$ cat src/rtl/cpx_result_logger_if.sv
// cpx_result_logger_if
//   Bundles the CPX capture inputs, the uart_tx byte handshake and the
//   logger status outputs.
//   master : testbench / system side (drives cpx_req, cpx_data, uart_busy)
//   slave  : logger side (drives tx_en, tx_data, fifo_full, drop_cnt, idle)
//   cpx_req   [7:0]   FPU CPX request vector
//   cpx_data  [144:0] FPU CPX packet, bit 144 = valid
//   uart_busy         high while the UART is transmitting
//   tx_en             one-cycle byte send strobe
//   tx_data   [7:0]   byte to send
//   fifo_full         record FIFO full
//   drop_cnt  [7:0]   saturating overflow drop counter
//   idle              logger idle, FIFO empty, no CPX request
interface cpx_result_logger_if;
  logic [7:0]   cpx_req;
  logic [144:0] cpx_data;
  logic         uart_busy;
  logic         tx_en;
  logic [7:0]   tx_data;
  logic         fifo_full;
  logic [7:0]   drop_cnt;
  logic         idle;

  modport master (
    output cpx_req, cpx_data, uart_busy,
    input  tx_en, tx_data, fifo_full, drop_cnt, idle
  );

  modport slave (
    input  cpx_req, cpx_data, uart_busy,
    output tx_en, tx_data, fifo_full, drop_cnt, idle
  );
endinterface

$ cat src/rtl/cpx_result_logger.sv
// cpx_result_logger
//   Captures every valid FPU CPX return packet into a small record FIFO and
//   serializes each record as a framed byte stream to a uart_tx byte port.
//   Never back-pressures the FPU: packets arriving while the FIFO is full
//   (with no same-edge pop) are dropped and counted.
//   Frame: A5, {type,00,thread}, {000,flags}, {000,cc}, result[63:0] MSB
//   first, then an optional XOR checksum of bytes 1..11.
// Ports
//   clk     system clock
//   arst_l  asynchronous active-low reset
//   bus     cpx_result_logger_if.slave (see interface file for signals)
// Parameters
//   FIFO_DEPTH  record FIFO entries, power of two, >= 2
// Build option
//   CPX_RESULT_LOGGER_CHECKSUM_EN  when defined, appends the checksum byte
//                                  (13-byte frames); otherwise 12-byte frames.
module cpx_result_logger #(
  parameter int FIFO_DEPTH = 4
) (
  input  logic               clk,
  input  logic               arst_l,
  cpx_result_logger_if.slave bus
);
  localparam int AW = $clog2(FIFO_DEPTH);
  localparam int PW = AW + 1;
  localparam logic [PW-1:0] PTR_ONE = PW'(1);
`ifdef CPX_RESULT_LOGGER_CHECKSUM_EN
  localparam logic [3:0] LAST_IDX = 4'd12;
`else
  localparam logic [3:0] LAST_IDX = 4'd11;
`endif

  typedef enum logic [1:0] {S_IDLE, S_SEND, S_WAIT_HI, S_WAIT_LO} state_t;

  // Record layout: {type[3:0], thread[1:0], flags[4:0], cc[4:0], result[63:0]}
  function automatic logic [7:0] data_byte(input logic [79:0] rec, input logic [3:0] idx);
    logic [7:0] b;
    b = 8'h00;
    case (idx)
      4'd0:    b = 8'hA5;
      4'd1:    b = {rec[79:76], 2'b00, rec[75:74]};
      4'd2:    b = {3'b000, rec[73:69]};
      4'd3:    b = {3'b000, rec[68:64]};
      4'd4:    b = rec[63:56];
      4'd5:    b = rec[55:48];
      4'd6:    b = rec[47:40];
      4'd7:    b = rec[39:32];
      4'd8:    b = rec[31:24];
      4'd9:    b = rec[23:16];
      4'd10:   b = rec[15:8];
      4'd11:   b = rec[7:0];
      default: b = 8'h00;
    endcase
    return b;
  endfunction

`ifdef CPX_RESULT_LOGGER_CHECKSUM_EN
  function automatic logic [7:0] checksum(input logic [79:0] rec);
    logic [7:0] x;
    x = 8'h00;
    for (int i = 1; i < 12; i++) x = x ^ data_byte(rec, 4'(i));
    return x;
  endfunction

  function automatic logic [7:0] frame_byte(input logic [79:0] rec, input logic [3:0] idx);
    return (idx == 4'd12) ? checksum(rec) : data_byte(rec, idx);
  endfunction
`else
  function automatic logic [7:0] frame_byte(input logic [79:0] rec, input logic [3:0] idx);
    return data_byte(rec, idx);
  endfunction
`endif

  state_t        state_q, state_d;
  logic [PW-1:0] wr_ptr_q, wr_ptr_d;
  logic [PW-1:0] rd_ptr_q, rd_ptr_d;
  logic [3:0]    idx_q, idx_d;
  logic          tx_en_q, tx_en_d;
  logic [7:0]    tx_data_q, tx_data_d;
  logic          fifo_full_q, fifo_full_d;
  logic [7:0]    drop_cnt_q, drop_cnt_d;
  logic [79:0]   frame_q, frame_d;
  logic [79:0]   mem_q [FIFO_DEPTH];

  logic        push, pop, empty, full, accept;
  logic [79:0] rec_in;
  logic        unused_cpx_bits;

  assign unused_cpx_bits = ^{bus.cpx_data[139:136], bus.cpx_data[133:77],
                             bus.cpx_data[71:70], bus.cpx_data[64]};

  assign rec_in = {bus.cpx_data[143:140], bus.cpx_data[135:134],
                   bus.cpx_data[76:72], bus.cpx_data[69:65], bus.cpx_data[63:0]};

  // FIFO bookkeeping: pointers carry one extra wrap bit to tell full from empty.
  always_comb begin
    push   = bus.cpx_data[144];
    empty  = (wr_ptr_q == rd_ptr_q);
    full   = (wr_ptr_q[AW] != rd_ptr_q[AW]) && (wr_ptr_q[AW-1:0] == rd_ptr_q[AW-1:0]);
    pop    = (state_q == S_IDLE) && !empty;
    // A push into a full FIFO still fits when the IDLE pop frees a slot on the same edge.
    accept = push && (!full || pop);

    wr_ptr_d = accept ? (wr_ptr_q + PTR_ONE) : wr_ptr_q;
    rd_ptr_d = pop    ? (rd_ptr_q + PTR_ONE) : rd_ptr_q;

    fifo_full_d = (wr_ptr_d[AW] != rd_ptr_d[AW]) && (wr_ptr_d[AW-1:0] == rd_ptr_d[AW-1:0]);

    drop_cnt_d = drop_cnt_q;
    if (push && !accept && (drop_cnt_q != 8'hFF)) drop_cnt_d = drop_cnt_q + 8'd1;
  end

  // Frame transmitter: one byte per uart_busy rise/fall cycle.
  always_comb begin
    state_d   = state_q;
    idx_d     = idx_q;
    frame_d   = frame_q;
    tx_en_d   = 1'b0;
    tx_data_d = tx_data_q;
    case (state_q)
      S_IDLE: begin
        if (!empty) begin
          frame_d = mem_q[rd_ptr_q[AW-1:0]];
          idx_d   = 4'd0;
          state_d = S_SEND;
        end
      end
      S_SEND: begin
        if (!bus.uart_busy) begin
          tx_en_d   = 1'b1;
          tx_data_d = frame_byte(frame_q, idx_q);
          state_d   = S_WAIT_HI;
        end
      end
      S_WAIT_HI: begin
        if (bus.uart_busy) state_d = S_WAIT_LO;
      end
      S_WAIT_LO: begin
        if (!bus.uart_busy) begin
          if (idx_q == LAST_IDX) begin
            state_d = S_IDLE;
          end else begin
            idx_d   = idx_q + 4'd1;
            state_d = S_SEND;
          end
        end
      end
      default: state_d = S_IDLE;
    endcase
  end

  always_ff @(posedge clk or negedge arst_l) begin
    if (!arst_l) begin
      state_q     <= S_IDLE;
      wr_ptr_q    <= '0;
      rd_ptr_q    <= '0;
      idx_q       <= 4'd0;
      tx_en_q     <= 1'b0;
      tx_data_q   <= 8'h00;
      fifo_full_q <= 1'b0;
      drop_cnt_q  <= 8'h00;
    end else begin
      state_q     <= state_d;
      wr_ptr_q    <= wr_ptr_d;
      rd_ptr_q    <= rd_ptr_d;
      idx_q       <= idx_d;
      tx_en_q     <= tx_en_d;
      tx_data_q   <= tx_data_d;
      fifo_full_q <= fifo_full_d;
      drop_cnt_q  <= drop_cnt_d;
    end
  end

  // Record storage and frame register hold data only; validity comes from the control state.
  always_ff @(posedge clk) begin
    if (accept) mem_q[wr_ptr_q[AW-1:0]] <= rec_in;
    frame_q <= frame_d;
  end

  assign bus.tx_en     = tx_en_q;
  assign bus.tx_data   = tx_data_q;
  assign bus.fifo_full = fifo_full_q;
  assign bus.drop_cnt  = drop_cnt_q;
  assign bus.idle      = (state_q == S_IDLE) && empty && (bus.cpx_req == 8'h00);
endmodule

$ cat src/flat_wrapper.sv
// flat-port wrapper written by rule: the top's interface ports become plain ports
module cpx_result_logger_flat 
#(
  parameter int FIFO_DEPTH = 4
)
  (clk, arst_l, bus_cpx_req, bus_cpx_data, bus_uart_busy, bus_tx_en, bus_tx_data, bus_fifo_full, bus_drop_cnt, bus_idle);
  cpx_result_logger_if bus_i ();
  input  logic clk;
  input  logic arst_l;
  input wire logic [$bits(bus_i.cpx_req)-1:0] bus_cpx_req;
  input wire logic [$bits(bus_i.cpx_data)-1:0] bus_cpx_data;
  input wire logic [$bits(bus_i.uart_busy)-1:0] bus_uart_busy;
  output wire logic [$bits(bus_i.tx_en)-1:0] bus_tx_en;
  output wire logic [$bits(bus_i.tx_data)-1:0] bus_tx_data;
  output wire logic [$bits(bus_i.fifo_full)-1:0] bus_fifo_full;
  output wire logic [$bits(bus_i.drop_cnt)-1:0] bus_drop_cnt;
  output wire logic [$bits(bus_i.idle)-1:0] bus_idle;
  assign bus_i.cpx_req = bus_cpx_req;
  assign bus_i.cpx_data = bus_cpx_data;
  assign bus_i.uart_busy = bus_uart_busy;
  assign bus_tx_en = bus_i.tx_en;
  assign bus_tx_data = bus_i.tx_data;
  assign bus_fifo_full = bus_i.fifo_full;
  assign bus_drop_cnt = bus_i.drop_cnt;
  assign bus_idle = bus_i.idle;
  cpx_result_logger #(.FIFO_DEPTH(FIFO_DEPTH)) u_core (.clk(clk), .arst_l(arst_l), .bus(bus_i));
endmodule
$ cat config.mk
export PLATFORM = sky130hd
export DESIGN_NAME = cpx_result_logger_flat
export DESIGN_NICKNAME = d
export VERILOG_FILES = /design/src/rtl/cpx_result_logger_if.sv /design/src/rtl/cpx_result_logger.sv /design/src/flat_wrapper.sv
export SDC_FILE = /design/constraint.sdc
export NUM_CORES = 1
export LEC_CHECK = 0
export ABC_AREA = 0
export CORE_ASPECT_RATIO = 0.7
export CORE_MARGIN = 2
export CORE_UTILIZATION = 30
export CTS_BUF_LIST = sky130_fd_sc_hd__clkbuf_8
export DETAILED_ROUTE_END_ITERATION = 16
export GPL_TIMING_DRIVEN = 1
export PLACE_DENSITY = 0.46
export SLEW_MARGIN = 20
export SYNTH_ARGS = -nofsm -noshare
export SYNTH_HDL_FRONTEND = slang
export SYNTH_SLANG_ARGS = --single-unit
$ cat constraint.sdc
create_clock -name clk -period 4 [get_ports clk]
set_input_delay 0.4 -clock clk [delete_from_list [all_inputs] [get_ports clk]]
set_output_delay 0.4 -clock clk [all_outputs]
set_load 0.01 [all_outputs]
# Word level (Yosys, flattened, before mapping)
# Memories as Yosys holds them, arrays and structs flattened. A register that Yosys moved wholly into a read port is not among the register bits.
# Cells that the tools add are included.
[word_totals] regBits=30 mem_bits_rw=320 in_bits=156 word_cells=77 n_memories=1
[memory_table] memory="u_core.mem_q" words=4 width=80 read_ports=1 rd_clocked_by_memory_dff=1 write_ports=1 line_no="cpx_result_logger.sv:83" rtl="logic [79:0] mem_q [FIFO_DEPTH];"
[classes] add_sub_neg=4 n_eq_ne=25 mux=17 bitwise=2 n_reduce_logical=20
[ops] cell="case mux 8 bit (12 select lines)" n=1
[ops] cell="equality test 4 x 3 -> 1 bit, second input constant" n=4
[ops] cell="equality test 4 bit, second input constant" n=4
[ops] cell="2-to-1 mux 4 bit" n=3
[ops] cell="inequality test 2 bit, second input constant" n=5
[ops] cell="adder 8 x 1 -> 8 bit, second input constant" n=1
[ops] cell="equality test 4 x 2 -> 1 bit, second input constant" n=2
[ops] cell="logical AND 1 bit" n=8
[ops] cell="zero test 8 bit" n=1
[ops] cell="2-to-1 mux 2 bit" n=4
[ops] cell="inequality test 8 bit, second input constant" n=1
[ops] cell="case mux 2 bit (4 select lines)" n=1
[ops] cell="case mux 4 bit (2 select lines)" n=1
[ops] cell="AND reduction 4 bit" n=2
[ops] cell="adder 3 x 1 -> 3 bit, second input constant" n=2
[ops] cell="2-to-1 mux 3 bit" n=2
[ops] cell="2-to-1 mux 1 bit" n=5
[ops] cell="adder 4 x 1 -> 4 bit, second input constant" n=1
[ops] cell="equality test 2 bit" n=2
[ops] cell="equality test 2 bit, second input constant" n=2
[ops] cell="equality test 4 x 1 -> 1 bit, second input constant" n=1
[ops] cell="zero test 4 bit" n=1
[ops] cell="AND reduction 2 bit" n=2
[ops] cell="equality test 3 bit" n=1
[ops] cell="other kinds (7)" n=11

# Longest topological paths before layout
[depth] depth_word=8 mapped_depth=9 mapped_depth_nobuf=7

# Worst setup path before layout
# OpenSTA, ideal clock, no wires.
[synth_path] path_type="register -> register" from="register u_core.state_q[0]" to="memory u_core.mem_q[1][0] (enable)" setup_ps=447 t_arrival_ps=2930 required_ps=3553 setup_slack_ps=622 path_stages_with_launch=6 path_buffers=1 period_less_slack_ps=3378 path_cell_list="dfrtp_1 inv_1 ha_1 clkbuf_2 o41a_4 and2_1"
[synth_via] elab_chain_cells=6
[synth_rtl] element="start: declaration" line_no="cpx_result_logger.sv:74" rtl="state_t state_q, state_d;"
[synth_rtl] element="start signal: assignment" line_no="cpx_result_logger.sv:163" rtl="state_q <= state_d;"
[synth_rtl] element="zero test 2 bit" line_no="cpx_result_logger.sv:100" rtl="pop = (state_q == S_IDLE) && !empty;"
[synth_rtl] element="logical AND 1 bit" line_no="cpx_result_logger.sv:100"
[synth_rtl] element="logical OR 1 bit" line_no="cpx_result_logger.sv:102" rtl="accept = push && (!full || pop);"
[synth_rtl] element="logical AND 1 bit" line_no="cpx_result_logger.sv:102"
[synth_rtl] element="2-to-1 mux 1 bit" line_no="cpx_result_logger.sv:176" rtl="if (accept) mem_q[wr_ptr_q[AW-1:0]] <= rec_in;"
[synth_rtl] element="2-to-1 mux 1 bit (not written as such)" line_no="cpx_result_logger.sv:176"
[synth_rtl] element="end: declaration" line_no="cpx_result_logger.sv:83"
# Every way passes these cells.

# Worst setup path after layout
[layout_path] from="register u_core.state_q[0]" to="output bus_idle"
[layout_via] elab_chain_cells=3
[layout_rtl] element="zero test 2 bit" line_no="cpx_result_logger.sv:184" rtl="assign bus.idle = (state_q == S_IDLE) && empty && (bus.cpx_req == 8'h00);"
[layout_rtl] element="logical AND 1 bit (2 in series)" line_no="cpx_result_logger.sv:184"
[layout_rtl] element="end: declaration" line_no="flat_wrapper.sv:17" rtl="output wire logic [$bits(bus_i.idle)-1:0] bus_idle;"
# Every way passes these cells.

==> results.yml <==
worst_setup_path:
  reg2reg_depth: 8
  cp-start-kind: "flip-flop"
  rrSetupSlack_ns: 1.31
  cp_max_fo: 9
  cp_num_buf_inv: 4
  crit_end: "bus_idle"
  cp_top_family: "buffers and inverters"
  cp_num_cells: 7
  critPathMaxStageDelay_ns: 0.53
  crit_top_cell: "inv_1"
  crit_type: "reg2out"
  slowest_stage: "clkdlybuf4s50_1"
  r2r-start: "u_core.idx_q[0]"
  critPathCaptureType: "output pin"
  path_cells: "inv_1, ha_1, inv_1, nor4_1, buf_4, and3_1, clkdlybuf4s50_1"
  reg2reg_to: "u_core.bus.tx_data[4]"
  cp.required_ns: 3.60
  cp.arrival_ns: 2.91
  critPathLaunch: "u_core.state_q[0]"
timing:
  hold_viol: 0
  fin_tns_setup_ns: 0
  tightest_slew_ns: 0.900
  fmax_mhz: 302
  finClkSkew_ns: 0.0228
  rsz0062_at_grt: "false"
  final_max_slew_viol_count: 0
  post-route-period-util_pct: 82.9
  fin_crit_ns: 3.31
  setup_viol: 0
  slew_headroom_pct: 40.0
  hold_ws_ns: 0.427
logic_synthesis:
  synthMuxAreaShare_pct: 11.4
  synth-compound-area-share_pct: 4.02
  syn-num-nets: 926
  synth_top_family_by_area: "multiplexers"
  ys_warn_count: 0
  ys_ff_latch: 430
  netlist_instances: 755
  synth_fa_ha_area_share_pct: 1.15
  synth.avg_cell_area_sq_um: 21.5
  synth_cell_types: 55
  ys_seq_area_share_pct: 78.5
  yosys.area_share.xor_xnor_pct: 1.32
  synthSimpleGateAreaFrac_pct: 2.22
  synth_area_sq_um: 16300
layout:
  fillers: 5019
  layout_commonest_cell: "edfxtp_1"
  multi_input_area_sq_um: 3280
  seq_area_sq_um: 12800
  area_growth_pct: 20.5
  fin_nets: 1094
  final_layout_size_suffix_gt1_share_pct: 21.2
  fin_area_sq_um: 19600
  layout_common_cells: "400 x edfxtp_1, 109 x clkdlybuf4s50_1, 80 x mux4_2, 72 x clkbuf_8, 35 x inv_1"
route:
  wirelength_um: 37200
  vias: 7888
  wire_per_inst_um: 21.8
  route.antenna.remaining_nets: 0
  drt_iter0_drc: 610
  dr.pass1.iters: 5
  route.detailed.drc: 0
  via_per_inst: 4.63
run:
  maxCapViolCount: 0
clock_network:
  clock_sinks: 430
  clock-root-buffer: "clkbuf_8"
  htree_num_levels: 3
  post_cts_buffers: 0
  clock_path_buffers: 3
  cts_made_buffers: 70
  holdBufCountCts: 1
  cts_tree: "yes"
  ctsResizeCount: 0
  cts.clk_slew.worst_paths_ns: 0.06
  worstSkewPairLatency_ns: 0.61
placed_design:
  placed_cell_area_sq_um: 18400
  dpl.hpwl_um: 22200
  place_congestion: 0.769
  port_buffers: 110
floorplanning:
  fp.dieH_um: 199
  die-area_sq_um: 56100
  die_x_um: 282
  start_util_pct: 30.3
  fp-row-count: 71
  boundaryPins: 175
  coreArea_sq_um: 53700
grt:
  grt_first_pass_wirelength_um: 54900
  overflow: 0
  grt_usage_pct: 13.5
  grt_pass1_vias: 8327
  grt_max_degree: 81
  antenna_found_initial: 0
pwr:
  seqPwrFrac_pct: 49.1
  leakagePower_nw: 6.45
  p_comb_share_pct: 27.0
  cellPowerDensity_nw_per_um2: 735
  clockPowerShare_pct: 23.9
  switchingPower_w: 0.00445
  p_int_w: 0.00995
  switching_share_pct: 30.9
  ir_drop_v: 0.000406
hold_path:
  min_path_type: "in2reg"
  min-delay-start: "bus_cpx_data[14]"
outcome:
  outcome: "completed"
## kinds of logic (layout without fill, tap and decap cells)
family	after synthesis	after routing
mux	85	85
flops	430	430
other cells	0	1
simple gates	70	70
xor+xnor	18	18
compound gates	86	86
buf+inv	51	268
fa+ha+maj	15	15
## through the flow
stage / worst slack, ns / cells / total power (W) / util, %
global placement: 1.36 / 1580 / 0.0112 / 34.2
detailed placement: 1.34 / 1580 / 0.0112 / 34.2
floorplan: 0.622 / 755 / 0.00959 / -
global route: 0.453 / 1702 / 0.0152 / 36.5
finish: 0.686 / 1703 / 0.0144 / 36.5
CTS: 0.636 / 1702 / 0.0147 / 36.5
## Yosys cell counts, drive strengths merged
cell	count	area share, %
edfxtp	400	74
mux4	80	11
dfrtp	30	4.6
nand2	24	0.57
clkbuf	20	0.47
buf	17	0.62
ha	15	1.2
inv	14	0.32
o21ai	14	0.45
a22o	13	0.70
a22oi	12	0.55
nor2	12	0.28
xnor2	10	0.54
a21oi	9	0.28
xor2	7	0.63
a211oi	6	0.28
nand3	6	0.18
a221oi	5	0.27
a222oi	5	0.31
nand4	5	0.19
nor4	5	0.23
o22ai	4	0.19
a31oi	3	0.12
and2	3	0.12
and3	3	0.12
mux2	3	0.21
nand2b	3	0.12
nor3	3	0.12
o31ai	3	0.14
a221o	2	0.12
a311oi	2	0.11
and4	2	0.14
mux2i	2	0.12
nor2b	2	0.077
o221ai	2	0.11
a211o	1	0.054
a32oi	1	0.054
nor3b	1	0.046
o211a	1	0.062
o211ai	1	0.046
o311ai	1	0.054
o41a	1	0.13
or3	1	0.038
xor3	1	0.15
## cell type report
cell class	count	share of cell area, %
Sequential cell	430	65.1
Multi-Input combinational cell	274	16.7
Timing Repair Buffer	133	6.93
Clock buffer	72	5.05
Tap cell	730	4.66
Clock inverter	49	1.20
Inverter	14	0.281
Antenna cell	1	0.0128
## how the worst min path moves through the flow
stage / endpoint / slack [ns] / cells after the start
after CTS: u_core.mem_q[0][29] / 0.37 / 1
after global placement: u_core.bus.drop_cnt[5] / 0.51 / 1
after floorplan: u_core.bus.drop_cnt[0] / 0.10 / 0
after detailed placement: u_core.bus.drop_cnt[7] / 0.52 / 1
after global routing: u_core.mem_q[0][29] / 0.40 / 1
final: u_core.mem_q[1][14] / 0.43 / 1
## state kept, by name (all words and copies together) (netlist names)
| name | cells |
|---|---|
| u_core.frame_q | 80 |
| u_core.mem_q | 320 |
| u_core.bus.drop_cnt | 8 |
| u_core.state_q | 2 |
| u_core.wr_ptr_q | 3 |
| u_core.bus.fifo_full | 1 |
| u_core.bus.tx_data | 8 |
| u_core.rd_ptr_q | 3 |
| u_core.idx_q | 4 |
| u_core.bus.tx_en | 1 |
## layer usage
metal	track usage (%)	vias up	share of wire, %
met4	4.02	0	1.7
li1	-	3476	-
met5	0	-	0
met2	19.9	232	45
met1	19.6	4121	48
met3	3.38	59	5.9
## power by group through the flow
stage               clock, W  sequential (W)  combinational, W
floorplan                  0         0.00701           0.00258
global placement           0         0.00716           0.00400
detailed placement         0         0.00716           0.00400
CTS                  0.00358         0.00709           0.00401
global route         0.00377         0.00720           0.00427
finish               0.00344         0.00707           0.00389
No activity file was read; power rests on OpenSTA's default activity.
